$ cat src/rtl/pcs_tx_symb_fifo.sv
// pcs_tx_symb_fifo
// Transmit symbol-vector elastic buffer between the PCS TX encoder and the
// PMA. It accepts vectors over valid/ready and releases one vector per PMA
// symbol-timer strobe once a prefill level has been reached. If the buffer
// is empty when a strobe arrives in RUN, an all-zero vector is sent and the
// underrun is flagged.
// Optional feature: define PCS_TX_SYMB_FIFO_STATS_EN to add the underrun
// counter and high-water-mark outputs. Only reset clears them.
module pcs_tx_symb_fifo #(
  parameter int NUM_LANES   = 4,
  parameter int SYM_W       = 3,
  parameter int DEPTH       = 8,
  parameter int START_LEVEL = 4
) (
  input  logic                             clock,
  input  logic                             reset,
  input  logic                             io_flush,
  input  logic                             io_in_valid,
  output logic                             io_in_ready,
  input  logic [NUM_LANES*SYM_W-1:0]       io_in_bits,
  input  logic                             io_symb_timer_done,
  output logic                             io_out_valid,
  output logic [NUM_LANES*SYM_W-1:0]       io_out_bits,
  output logic                             io_out_underrun,
  output logic [$clog2(DEPTH+1)-1:0]       io_count
`ifdef PCS_TX_SYMB_FIFO_STATS_EN
  ,
  output logic [15:0]                      io_underrun_cnt,
  output logic [$clog2(DEPTH+1)-1:0]       io_max_level
`endif
);

  localparam int VEC_W = NUM_LANES * SYM_W;
  localparam int PTR_W = $clog2(DEPTH);
  localparam int CNT_W = $clog2(DEPTH + 1);

  localparam logic [0:0] ST_FILL = 1'b0;
  localparam logic [0:0] ST_RUN  = 1'b1;

  logic [VEC_W-1:0] mem_q [DEPTH];

  logic [PTR_W-1:0] wr_ptr_q, wr_ptr_d;
  logic [PTR_W-1:0] rd_ptr_q, rd_ptr_d;
  logic [CNT_W-1:0] count_q, count_d;
  logic [0:0]       state_q, state_d;
  logic [VEC_W-1:0] out_bits_q, out_bits_d;
  logic             out_valid_q, out_valid_d;
  logic             out_underrun_q, out_underrun_d;

  logic             in_ready_s;
  logic             push_s;
  logic             pop_s;
  logic             underrun_s;

  // Ready comes only from registered occupancy. A same-cycle pop does not free a slot.
  assign in_ready_s  = !reset && (count_q < CNT_W'(DEPTH));
  assign io_in_ready = in_ready_s;

  // Next-state logic for pointers, occupancy, FILL/RUN state and the output register
  always_comb begin
    push_s         = 1'b0;
    pop_s          = 1'b0;
    underrun_s     = 1'b0;
    wr_ptr_d       = wr_ptr_q;
    rd_ptr_d       = rd_ptr_q;
    count_d        = count_q;
    state_d        = state_q;
    out_bits_d     = out_bits_q;
    out_valid_d    = 1'b0;
    out_underrun_d = 1'b0;

    if (io_flush) begin
      // On flush, drop any same-cycle push, ignore the strobe and return to FILL.
      wr_ptr_d   = {PTR_W{1'b0}};
      rd_ptr_d   = {PTR_W{1'b0}};
      count_d    = {CNT_W{1'b0}};
      state_d    = ST_FILL;
      out_bits_d = {VEC_W{1'b0}};
    end else begin
      push_s = io_in_valid && in_ready_s;

      case (state_q)
        ST_RUN: begin
          if (io_symb_timer_done) begin
            out_valid_d = 1'b1;
            if (count_q != {CNT_W{1'b0}}) begin
              // Occupancy is registered, so a push in this cycle is never bypassed to the output.
              pop_s      = 1'b1;
              out_bits_d = mem_q[rd_ptr_q];
            end else begin
              underrun_s     = 1'b1;
              out_underrun_d = 1'b1;
              out_bits_d     = {VEC_W{1'b0}};
              state_d        = ST_FILL;
            end
          end else begin
            out_valid_d = 1'b0;
          end
        end
        default: begin
          // FILL: send zero vectors until the prefill level is reached.
          if (io_symb_timer_done) begin
            out_valid_d = 1'b1;
            out_bits_d  = {VEC_W{1'b0}};
          end else begin
            out_valid_d = 1'b0;
          end
        end
      endcase

      count_d = count_q + CNT_W'(push_s) - CNT_W'(pop_s);

      if (push_s) begin
        wr_ptr_d = wr_ptr_q + PTR_W'(1);
      end else begin
        wr_ptr_d = wr_ptr_q;
      end

      if (pop_s) begin
        rd_ptr_d = rd_ptr_q + PTR_W'(1);
      end else begin
        rd_ptr_d = rd_ptr_q;
      end

      if ((state_q == ST_FILL) && (count_d >= CNT_W'(START_LEVEL))) begin
        state_d = ST_RUN;
      end else begin
        state_d = state_d;
      end
    end
  end

  // Control and output registers, with synchronous reset
  always_ff @(posedge clock) begin
    if (reset) begin
      wr_ptr_q       <= {PTR_W{1'b0}};
      rd_ptr_q       <= {PTR_W{1'b0}};
      count_q        <= {CNT_W{1'b0}};
      state_q        <= ST_FILL;
      out_bits_q     <= {VEC_W{1'b0}};
      out_valid_q    <= 1'b0;
      out_underrun_q <= 1'b0;
    end else begin
      wr_ptr_q       <= wr_ptr_d;
      rd_ptr_q       <= rd_ptr_d;
      count_q        <= count_d;
      state_q        <= state_d;
      out_bits_q     <= out_bits_d;
      out_valid_q    <= out_valid_d;
      out_underrun_q <= out_underrun_d;
    end
  end

  // Vector storage. It is data only and needs no reset.
  always_ff @(posedge clock) begin
    if (push_s) begin
      mem_q[wr_ptr_q] <= io_in_bits;
    end
  end

  assign io_out_bits     = out_bits_q;
  assign io_out_valid    = out_valid_q;
  assign io_out_underrun = out_underrun_q;
  assign io_count        = count_q;

`ifdef PCS_TX_SYMB_FIFO_STATS_EN
  logic [15:0]      underrun_cnt_q, underrun_cnt_d;
  logic [CNT_W-1:0] max_level_q, max_level_d;

  // Next-state logic for the saturating underrun counter and the occupancy high-water mark
  always_comb begin
    underrun_cnt_d = underrun_cnt_q;
    max_level_d    = max_level_q;
    if (underrun_s && (underrun_cnt_q != 16'hFFFF)) begin
      underrun_cnt_d = underrun_cnt_q + 16'd1;
    end else begin
      underrun_cnt_d = underrun_cnt_q;
    end
    if (count_d > max_level_q) begin
      max_level_d = count_d;
    end else begin
      max_level_d = max_level_q;
    end
  end

  // Statistics registers. Reset clears them and flush does not.
  always_ff @(posedge clock) begin
    if (reset) begin
      underrun_cnt_q <= 16'd0;
      max_level_q    <= {CNT_W{1'b0}};
    end else begin
      underrun_cnt_q <= underrun_cnt_d;
      max_level_q    <= max_level_d;
    end
  end

  assign io_underrun_cnt = underrun_cnt_q;
  assign io_max_level    = max_level_q;
`endif

endmodule

$ cat config.mk
export PLATFORM = sky130hd
export DESIGN_NAME = pcs_tx_symb_fifo
export DESIGN_NICKNAME = d
export VERILOG_FILES = /design/src/rtl/pcs_tx_symb_fifo.sv
export SDC_FILE = /design/constraint.sdc
export NUM_CORES = 1
export LEC_CHECK = 0
export ABC_CLOCK_PERIOD_IN_PS = 5300
export CAP_MARGIN = 20
export CORE_AREA = 2 2 98 100
export DETAILED_ROUTE_END_ITERATION = 10
export DIE_AREA = 0 0 100 102
export MAX_ROUTING_LAYER = met4
export PLACE_DENSITY = 0.71
export SLEW_MARGIN = 20
export SYNTH_ARGS = -nofsm -noshare
export SYNTH_HDL_FRONTEND = slang
export SYNTH_SLANG_ARGS = --single-unit
export TNS_END_PERCENT = 30
$ cat constraint.sdc
create_clock -name clock -period 5.3 [get_ports clock]
set_input_delay 0.53 -clock clock [delete_from_list [all_inputs] [get_ports clock]]
set_output_delay 0.53 -clock clock [all_outputs]
set_load 0.005 [all_outputs]
# Word-level counts from Yosys, hierarchy flattened

Memories as Yosys holds them, arrays and structs flattened. A register that Yosys moved wholly into a read port is not among the register bits.
Cells that the tools add are included.
Widths: inputs -> output; s select.

Add/subtract/negate cells: 4
$lt $le $gt $ge: 2
Multiplexer cells: 18
Bitwise gates (word level): 2
Reduce and logical (&&, ||, !) cells: 7

Operator list:

| cell                | count |
|---|---|
| $mux 12             | 4 |
| $mux 1              | 12 |
| $add 3x1->3 const B | 2 |
| $mux 3              | 2 |
| $add 4x1->4         | 1 |
| $ge 4x3->1 const B  | 1 |
| $lt 4x4->1 const B  | 1 |
| $reduce_bool 4->1   | 1 |
| $reduce_or 4->1     | 1 |
| $sub 4x1->4         | 1 |
| $logic_and 1x1->1   | 3 |
| $not 1->1           | 2 |
| $reduce_or 2->1     | 1 |
| $logic_not 1->1     | 1 |

Flip-flop bits (word level): 25
Bits in writable memories: 96
Output and inout port bits: 19
Memories kept: 1

Memory list:

| memory | words | width | rd ports | clocked after Yosys merged registers in | wr ports | RTL line | RTL |
|---|---|---|---|---|---|---|---|
| mem_q  | 8     | 12    | 1        | 1                                       | 1        | 40       | `logic [VEC_W-1:0] mem_q [DEPTH];` |

# Logic depth before layout (Yosys ltp)

Gate-level depths: netlist of run 1.

Depth after elaboration: 9
Mapped depth: 13
Gate-level depth less buffers: 11

# Least setup slack after synthesis of run 1

OpenSTA, ideal clock, no wires.

Path type: input-to-reg
Start point: input port reset
End point: memory mem_q[1][0] (netlist name) (enable)
Arrival: 2.336 ns
Path slack: 2.547 ns
Cell stages on the path: 3
Path buffers: 0
Cells stage by stage: nor3b_2 -> nand2b_1 -> nor4b_1

Longest elaborated chain between the ends: 6

RTL lines:

| element                      | RTL line | RTL |
|---|---|---|
| start: declaration           | 16       | `input logic reset,` |
| $logic_not 1->1              | 56       | `assign in_ready_s = !reset && (count_q < CNT_W'(DEPTH));` |
| $logic_and 1x1->1            | 56       |  |
| $logic_and 1x1->1            | 80       | `push_s = io_in_valid && in_ready_s;` |
| $mux 1                       | 72       | `if (io_flush) begin` |
| $mux 1                       | 156      | `if (push_s) begin` |
| $mux 1 (implied by the code) | 157      | `mem_q[wr_ptr_q] <= io_in_bits;` |
| end: declaration             | 40       |  |

Every way passes these cells.

# Worst setup path in the final report of run 1

Start point: input port io_symb_timer_done
End point: register state_q

Longest elaborated chain between the ends: 7

RTL lines:

| element                | RTL line | RTL |
|---|---|---|
| start: declaration     | 21       | `input logic io_symb_timer_done,` |
| $mux 1                 | 84       | `if (io_symb_timer_done) begin` |
| $mux 1                 | 82       | `case (state_q)` |
| $mux 1                 | 72       |  |
| $sub 4x1->4            | 111      | `count_d = count_q + CNT_W'(push_s) - CNT_W'(pop_s);` |
| $ge 4x3->1             | 125      | `if ((state_q == ST_FILL) && (count_d >= CNT_W'(START_LEVEL))) begin` |
| $logic_and 1x1->1      | 125      |  |
| $mux 1 (*)             | 125      |  |
| end signal: assignment | 147      | `state_q <= state_d;` |
| end: declaration       | 45       | `logic [0:0] state_q, state_d;` |

Mark *: on every way between the ends. The rest lies on a longest branch, timed or not. The select of a mux whose other input is x is not followed.
A chain may end at the register's enable or synchronous reset.

==> results of run 1 <==
-- per-layer routing --
metal | up-vias | share of wire [%]
met1 | 1313 | 45
met3 | 10 | 4.8
met2 | 72 | 49
li1 | 1223 | -
met5 | - | 0
met4 | 0 | 1.3
-- stage by stage --
step / area [sq um] / hold WS, ps / setup WS [ps] / power [mW]
after CTS: 5910 / 472 / 2200 / 2.22
after global routing: 5920 / 497 / 2040 / 2.27
after global placement: 5340 / 456 / 1750 / 1.12
final: 5920 / 467 / 2160 / 2.20
after floorplan: 4880 / 461 / 2550 / 1.09
after detailed placement: 5340 / 462 / 1650 / 1.12
-- cell usage after synthesis, types with 5 or more instances --
| library cell | instances |
|---|---|
| a21oi_1 | 14 |
| clkbuf_1 | 5 |
| mux4_1 | 8 |
| dfxtp_1 | 28 |
| mux2i_1 | 25 |
| edfxtp_1 | 96 |
| nand2_1 | 6 |
| nor2_1 | 15 |
| nand2b_1 | 13 |
| o211ai_1 | 12 |
| inv_1 | 5 |
| a22oi_1 | 12 |
| ha_1 | 6 |
-- how the worst min path moves through the flow --
stage                     depth (start not counted)                      endpoint
final                                             2  io_out_bits[11]$_SDFFE_PP0P_
after global routing                              2   io_out_bits[3]$_SDFFE_PP0P_
after CTS                                         2   io_out_bits[4]$_SDFFE_PP0P_
after detailed placement                          2   io_out_bits[4]$_SDFFE_PP0P_
after global placement                            2  io_out_bits[11]$_SDFFE_PP0P_
after floorplan                                   2  io_out_bits[11]$_SDFFE_PP0P_
-- cells by family after synthesis --
group / share of synthesized area (%)
buf+inv: 3.08
fa+ha+maj: 1.95
compound gates: 5.46
simple gates: 6.26
mux: 11.3
xor+xnor: 1.41
flops: 70.6
-- cells in the final DEF, fill, tap and decap left out, types with 3 or more instances in the layout --
master,n
buf_4,9
clkinv_2,4
dfxtp_1,27
mux4_2,4
o211ai_1,12
nand2b_1,13
clkinv_1,3
clkbuf_16,16
xnor2_1,4
clkinvlp_4,3
nor4b_2,4
a21oi_1,14
nor2_1,15
ha_1,6
clkdlybuf4s50_1,35
inv_1,5
edfxtp_1,96
bufinv_16,3
nand2_1,6
and2_1,3
mux2i_1,25
a22oi_1,12
mux4_1,8
-- state kept, by name, indices dropped and copies added, names as in the netlist, named ones only --
register	count
mem_q	96
io_out_bits	12
io_count	4
rd_ptr_q	3
wr_ptr_q	3
io_out_underrun	1
io_out_valid	1
state_q	1
-- final cells by class --
class | count | area share [%]
inverter | 5 | 0.317
clock buffer | 18 | 7.06
sequential | 124 | 58.2
tap | 111 | 2.35
multi-input combinational | 144 | 22.4
timing repair buffer | 44 | 7.06
clock inverter | 14 | 2.58
-- report_power, final --
group,total [mW],internal (mW),switching (mW),leakage (nW)
clock,1.10,0.707,0.392,0.273
sequential,1.05,1.05,0.00272,1.09
combinational,0.0461,0.0213,0.0248,0.507
total,2.20,1.78,0.419,1.87
-- tightest hold or removal path: stages, from the launching register on --
cell and delay, ps:
dfxtp_1 300, nand2b_1 60, a21oi_1 50
==> flow_summary.yaml, run 1 <==
hold_path:
  hp-start: "io_out_bits[11]$_SDFFE_PP0P_"
  hold_class: "reg2reg"
worst_setup_path:
  critPathMaxStageDelay_ps: 850
  cp_data_arrival_time_ps: 3540
  cp-endpoint: "state_q$_SDFF_PP0_"
  crit_start: "io_symb_timer_done"
  worstRegToRegCells: 11
  r2r_setup_slack_ps: 2320
  cp.depth: 9
  path_class: "in2reg"
  worst_setup_path_start_kind: "input port"
  r2r-end: "state_q$_SDFF_PP0_"
  required_ps: 5700
  cpMaxStageDelayCell: "clkdlybuf4s50_1"
  crit_family: "simple AND/OR/NAND/NOR gates"
  worst-path-max-fanout: 17
  r2r-start: "io_count[3]$_SDFF_PP0_"
  end_kind: "flop"
  worstPathCellList: "clkdlybuf4s50_1, and3_1, xnor2_2, ha_1, inv_1, fa_1, xor2_1, nor2b_1, a221oi_1"
  cp_num_buf_inv: 2
yosys:
  synth-seq-cells: 124
  synth_top_area_cell: "edfxtp_1"
  syn-num-nets: 313
  netlist_area_sq_mm: 0.00488
  synthDistinctLibCells: 36
  yosysWarningCount: 0
  ys_seq_area_share_pct: 70.6
  synthFlopType: "edfxtp_1"
  synth-edff-count: 96
  synth.top_cell.area_share_pct: 59.1
  synth_area_leaders: "edfxtp_1 59%, dfxtp_1 11%, mux2i_1 5.1%"
  syn_avg_cell_area_sq_um: 16.9
  async_flop_share_pct: 0
  synth_cells: 289
power_and_ir_drop:
  ir_drop_uv: 281
  pwr_density_cell_mw_per_mm2: 372
  leakagePower_nw: 1.87
route:
  antenna_left: 0
  drt_wl_total_microns: 9280
  dr.pass1.iters: 4
  drtIter0Drc: 178
  vias: 2618
  viasPerCell: 5.69
  wl_per_cell_microns: 20.2
  drc_errors: 0
grt:
  gr-total-overflow: 0
  use_met3_pct: 5.06
  grt_max_degree: 28
  grt_use_met1_pct: 25.8
  grt_pass1_wl_microns: 14600
  grt_pass1_vias: 2672
  grtUsageTotal_pct: 20.5
  antenna_found_initial: 0
  grtUsageMet2_pct: 32.3
  grt.busiest_layer: "met2"
layout:
  fillCellCount: 657
  diodes: 0
  layout.nets: 360
  register_area_sq_mm: 0.00344
  drive_gt1_share_pct: 14.9
  utilization_pct: 65.0
  fin_cells: 460
  multi_input_area_sq_mm: 0.00133
  syn_to_final_growth_pct: 21.3
clock_network:
  post_cts_buffers: 0
  clock-root-buffer: "clkbuf_8"
  cts_buffers: 17
  holdBufCountCts: 0
  cts_resized: 0
  cts.sinks: 124
  clk_pin_slew_worst_paths_ps: 60
  cts_tree: "built"
  clk_latency_ps: 500
  cts_max_level: 4
  clk_path_buf_depth: 2
die:
  io_pins: 36
  fp.coreArea_sq_mm: 0.00911
  rows: 35
  initial_core_util_pct: 53.6
  die_x_microns: 100
  die_area_sq_mm: 0.0102
  die_h_microns: 102
place:
  hpwl_microns: 5420
  dp_cells: 428
  portBuffers: 35
  place_congestion: 0.771
run:
  max-cap-violations: 0
timing:
  hold_viol_final: 0
  min_period_over_period_pct: 59.3
  setup_viol: 0
  layout_min_cycle_time_ps: 3140
  rsz0062_at_grt: "false"
  slew_headroom_pct: 36.3
  fmax_ghz: 0.318
  tightest_slew_ps: 948
  drv_slew: 0
  skew_ps: 11.5
  setup_tns_ps: 0
status:
  status: "finished clean"
No activity file was read; power rests on OpenSTA's default activity.
==> inputs of run 2 (changes only) <==
--- a/config.mk
+++ b/config.mk
@@ -5,11 +5,11 @@
 export SDC_FILE = /design/constraint.sdc
 export NUM_CORES = 1
 export LEC_CHECK = 0
-export ABC_CLOCK_PERIOD_IN_PS = 5300
+export ABC_CLOCK_PERIOD_IN_PS = 2600
 export CAP_MARGIN = 20
-export CORE_AREA = 2 2 98 100
+export CORE_AREA = 2 2 100 102
 export DETAILED_ROUTE_END_ITERATION = 10
-export DIE_AREA = 0 0 100 102
+export DIE_AREA = 0 0 102 104
 export MAX_ROUTING_LAYER = met4
 export PLACE_DENSITY = 0.71
 export SLEW_MARGIN = 20
==> constraint.sdc (replaced) <==
create_clock -name clock -period 2.6 [get_ports clock]
set_input_delay 0.26 -clock clock [delete_from_list [all_inputs] [get_ports clock]]
set_output_delay 0.26 -clock clock [all_outputs]
set_load 0.005 [all_outputs]
==> run 2 against run 1 <==
  * Critical path depth up 2
  * Routed wire length up 0.29%
  * Hold slack worse by 2.1 ps
  * Largest power group is now registers
==> flow_summary.yaml, run 2 (synthesized netlist as in run 1, its figures left out) <==
timing:
  drv_slew: 0
  holdWs_ps: 465
  fin_ws_ps: 143
  rsz0062_at_grt: "false"
  setup_viol: 0
  setup_tns_ps: 0
  fmax_ghz: 0.407
  slew_headroom_pct: 64.2
  tightest_slew_ps: 538
  min_period_over_period_pct: 94.5
  skew_ps: 11.1
  hold_viol_final: 0
  layout_min_cycle_time_ps: 2460
grt:
  grtUsageTotal_pct: 19.9
  grt_max_degree: 26
  grt_pass1_wl_microns: 14800
  antenna_found_initial: 0
  grt_pass1_vias: 2666
  gr-total-overflow: 0
layout:
  utilization_pct: 62.8
  final_common_cell: "edfxtp_1"
  largest_register_ffs: 96
  syn_to_final_growth_pct: 22.9
  top_register: "mem_q"
  layout.nets: 370
  fin_cells: 492
  diodes: 0
  final_area_sq_mm: 0.00600
  layout_common_cells: "96 x edfxtp_1, 35 x clkdlybuf4s50_1, 26 x dfxtp_1"
  drive_gt1_share_pct: 18.1
power_and_ir_drop:
  swShare_pct: 19.3
  power_mw: 4.33
  ir_drop_uv: 426
  internal-power_mw: 3.50
  pwr-share-comb_pct: 2.2
  p_seq_share_pct: 49.6
  pwr_density_cell_mw_per_mm2: 723
  clockPowerShare_pct: 48.1
  p_sw_uw: 836
  leakagePower_nw: 1.90
clock_network:
  post_cts_buffers: 0
  clk_latency_ps: 510
  cts.sinks: 124
  cts_tree: "built"
  clock-root-buffer: "clkbuf_8"
  cts_max_level: 4
  cts_buffers: 17
  clk_pin_slew_worst_paths_ps: 50
  clk_path_buf_depth: 2
  holdBufCountCts: 0
die:
  rows: 36
  die_h_microns: 104
  fp.coreArea_sq_mm: 0.00955
  io_pins: 36
  die_x_microns: 102
  die_area_sq_mm: 0.0106
  initial_core_util_pct: 51.1
worst_setup_path:
  path_class: "reg2reg"
  end_kind: "flop"
  r2r-start: "io_count[2]$_SDFF_PP0_"
  r2r_setup_slack_ps: 140
  worstRegToRegCells: 11
  cp_data_arrival_time_ps: 2870
  required_ps: 3010
  worst-path-max-fanout: 2
  r2r-end: "state_q$_SDFF_PP0_"
  worst_setup_path_start_kind: "flop"
route:
  antenna_left: 0
  wl_per_cell_microns: 18.9
  viasPerCell: 5.37
  dr.pass1.iters: 4
  drt_wl_total_microns: 9310
  vias: 2643
  drc_errors: 0
  drtIter0Drc: 167
status:
  status: "finished clean"
hold_path:
  hp-start: "io_out_bits[0]$_SDFFE_PP0P_"
  hold_depth: 2
  hold_class: "reg2reg"
  min_to: "io_out_bits[0]$_SDFFE_PP0P_"
place:
  portBuffers: 35
  place_area_sq_mm: 0.00545
  dp_cells: 460
  hpwl_microns: 5840
  place_congestion: 0.771
  place_ws_ps: 63.4
run:
  max-cap-violations: 0
-- run 2: cell count changes in the layout (fill, tap and decap cells not counted), sizes merged --
cell	before	now
buf	9	19
bufinv	3	1
clkbuf	18	24
clkinv	8	6
clkinvlp	3	1
-- run 2: final cells by class --
cell class	count	area (sq um)
fill	703	3550
sequential	124	3450
multi-input combinational	144	1340
timing repair buffer	54	497
clock buffer	24	460
tap	133	166
clock inverter	8	70.1
inverter	5	18.8
-- run 2: per-layer routing --
layer / GRT usage [%] / up-vias / share of wire (%) / routed length (microns)
met5: - / - / 0 / 0
li1: - / 1241 / - / -
met1: 28.2 / 1310 / 48 / 4430
met4: 8.10 / 0 / 1.6 / 152
met3: 5.11 / 12 / 4.7 / 440
met2: 27.6 / 80 / 46 / 4280
-- run 2: worst max-delay path by stage --
stage	start	endpoint	slack (ps)	depth (start not counted)
finish	io_count[2]$_SDFF_PP0_	state_q$_SDFF_PP0_	140	11
global route	io_count[3]$_SDFF_PP0_	state_q$_SDFF_PP0_	20	11
CTS	io_count[2]$_SDFF_PP0_	state_q$_SDFF_PP0_	50	11
detailed placement	io_count[2]$_SDFF_PP0_	state_q$_SDFF_PP0_	60	11
global placement	io_count[3]$_SDFF_PP0_	state_q$_SDFF_PP0_	170	11
floorplan	io_count[2]$_SDFF_PP0_	state_q$_SDFF_PP0_	30	13
-- run 2: power groups by stage --
stage	registers, mW	logic [mW]	clock network, mW
after global placement	2.19	0.0930	0
final	2.15	0.0971	2.09
after CTS	2.15	0.0968	2.12
after floorplan	2.19	0.0360	0
after detailed placement	2.19	0.0961	0
after global routing	2.15	0.107	2.23
-- run 2: timing repair --
action                     in CTS  in global routing
setup endpoints to repair       0                  1
gates resized for setup         0                  5
hold endpoints to repair        0                  0
-- run 2: critical path, stage by stage (launching register included) --
cell	delay, ps
dfxtp_1	310
inv_1	80
ha_2	170
or3b_4	370
and3_4	170
xnor2_2	120
ha_2	190
inv_1	50
fa_2	330
xor2_1	180
nor2b_1	130
a221oi_1	260
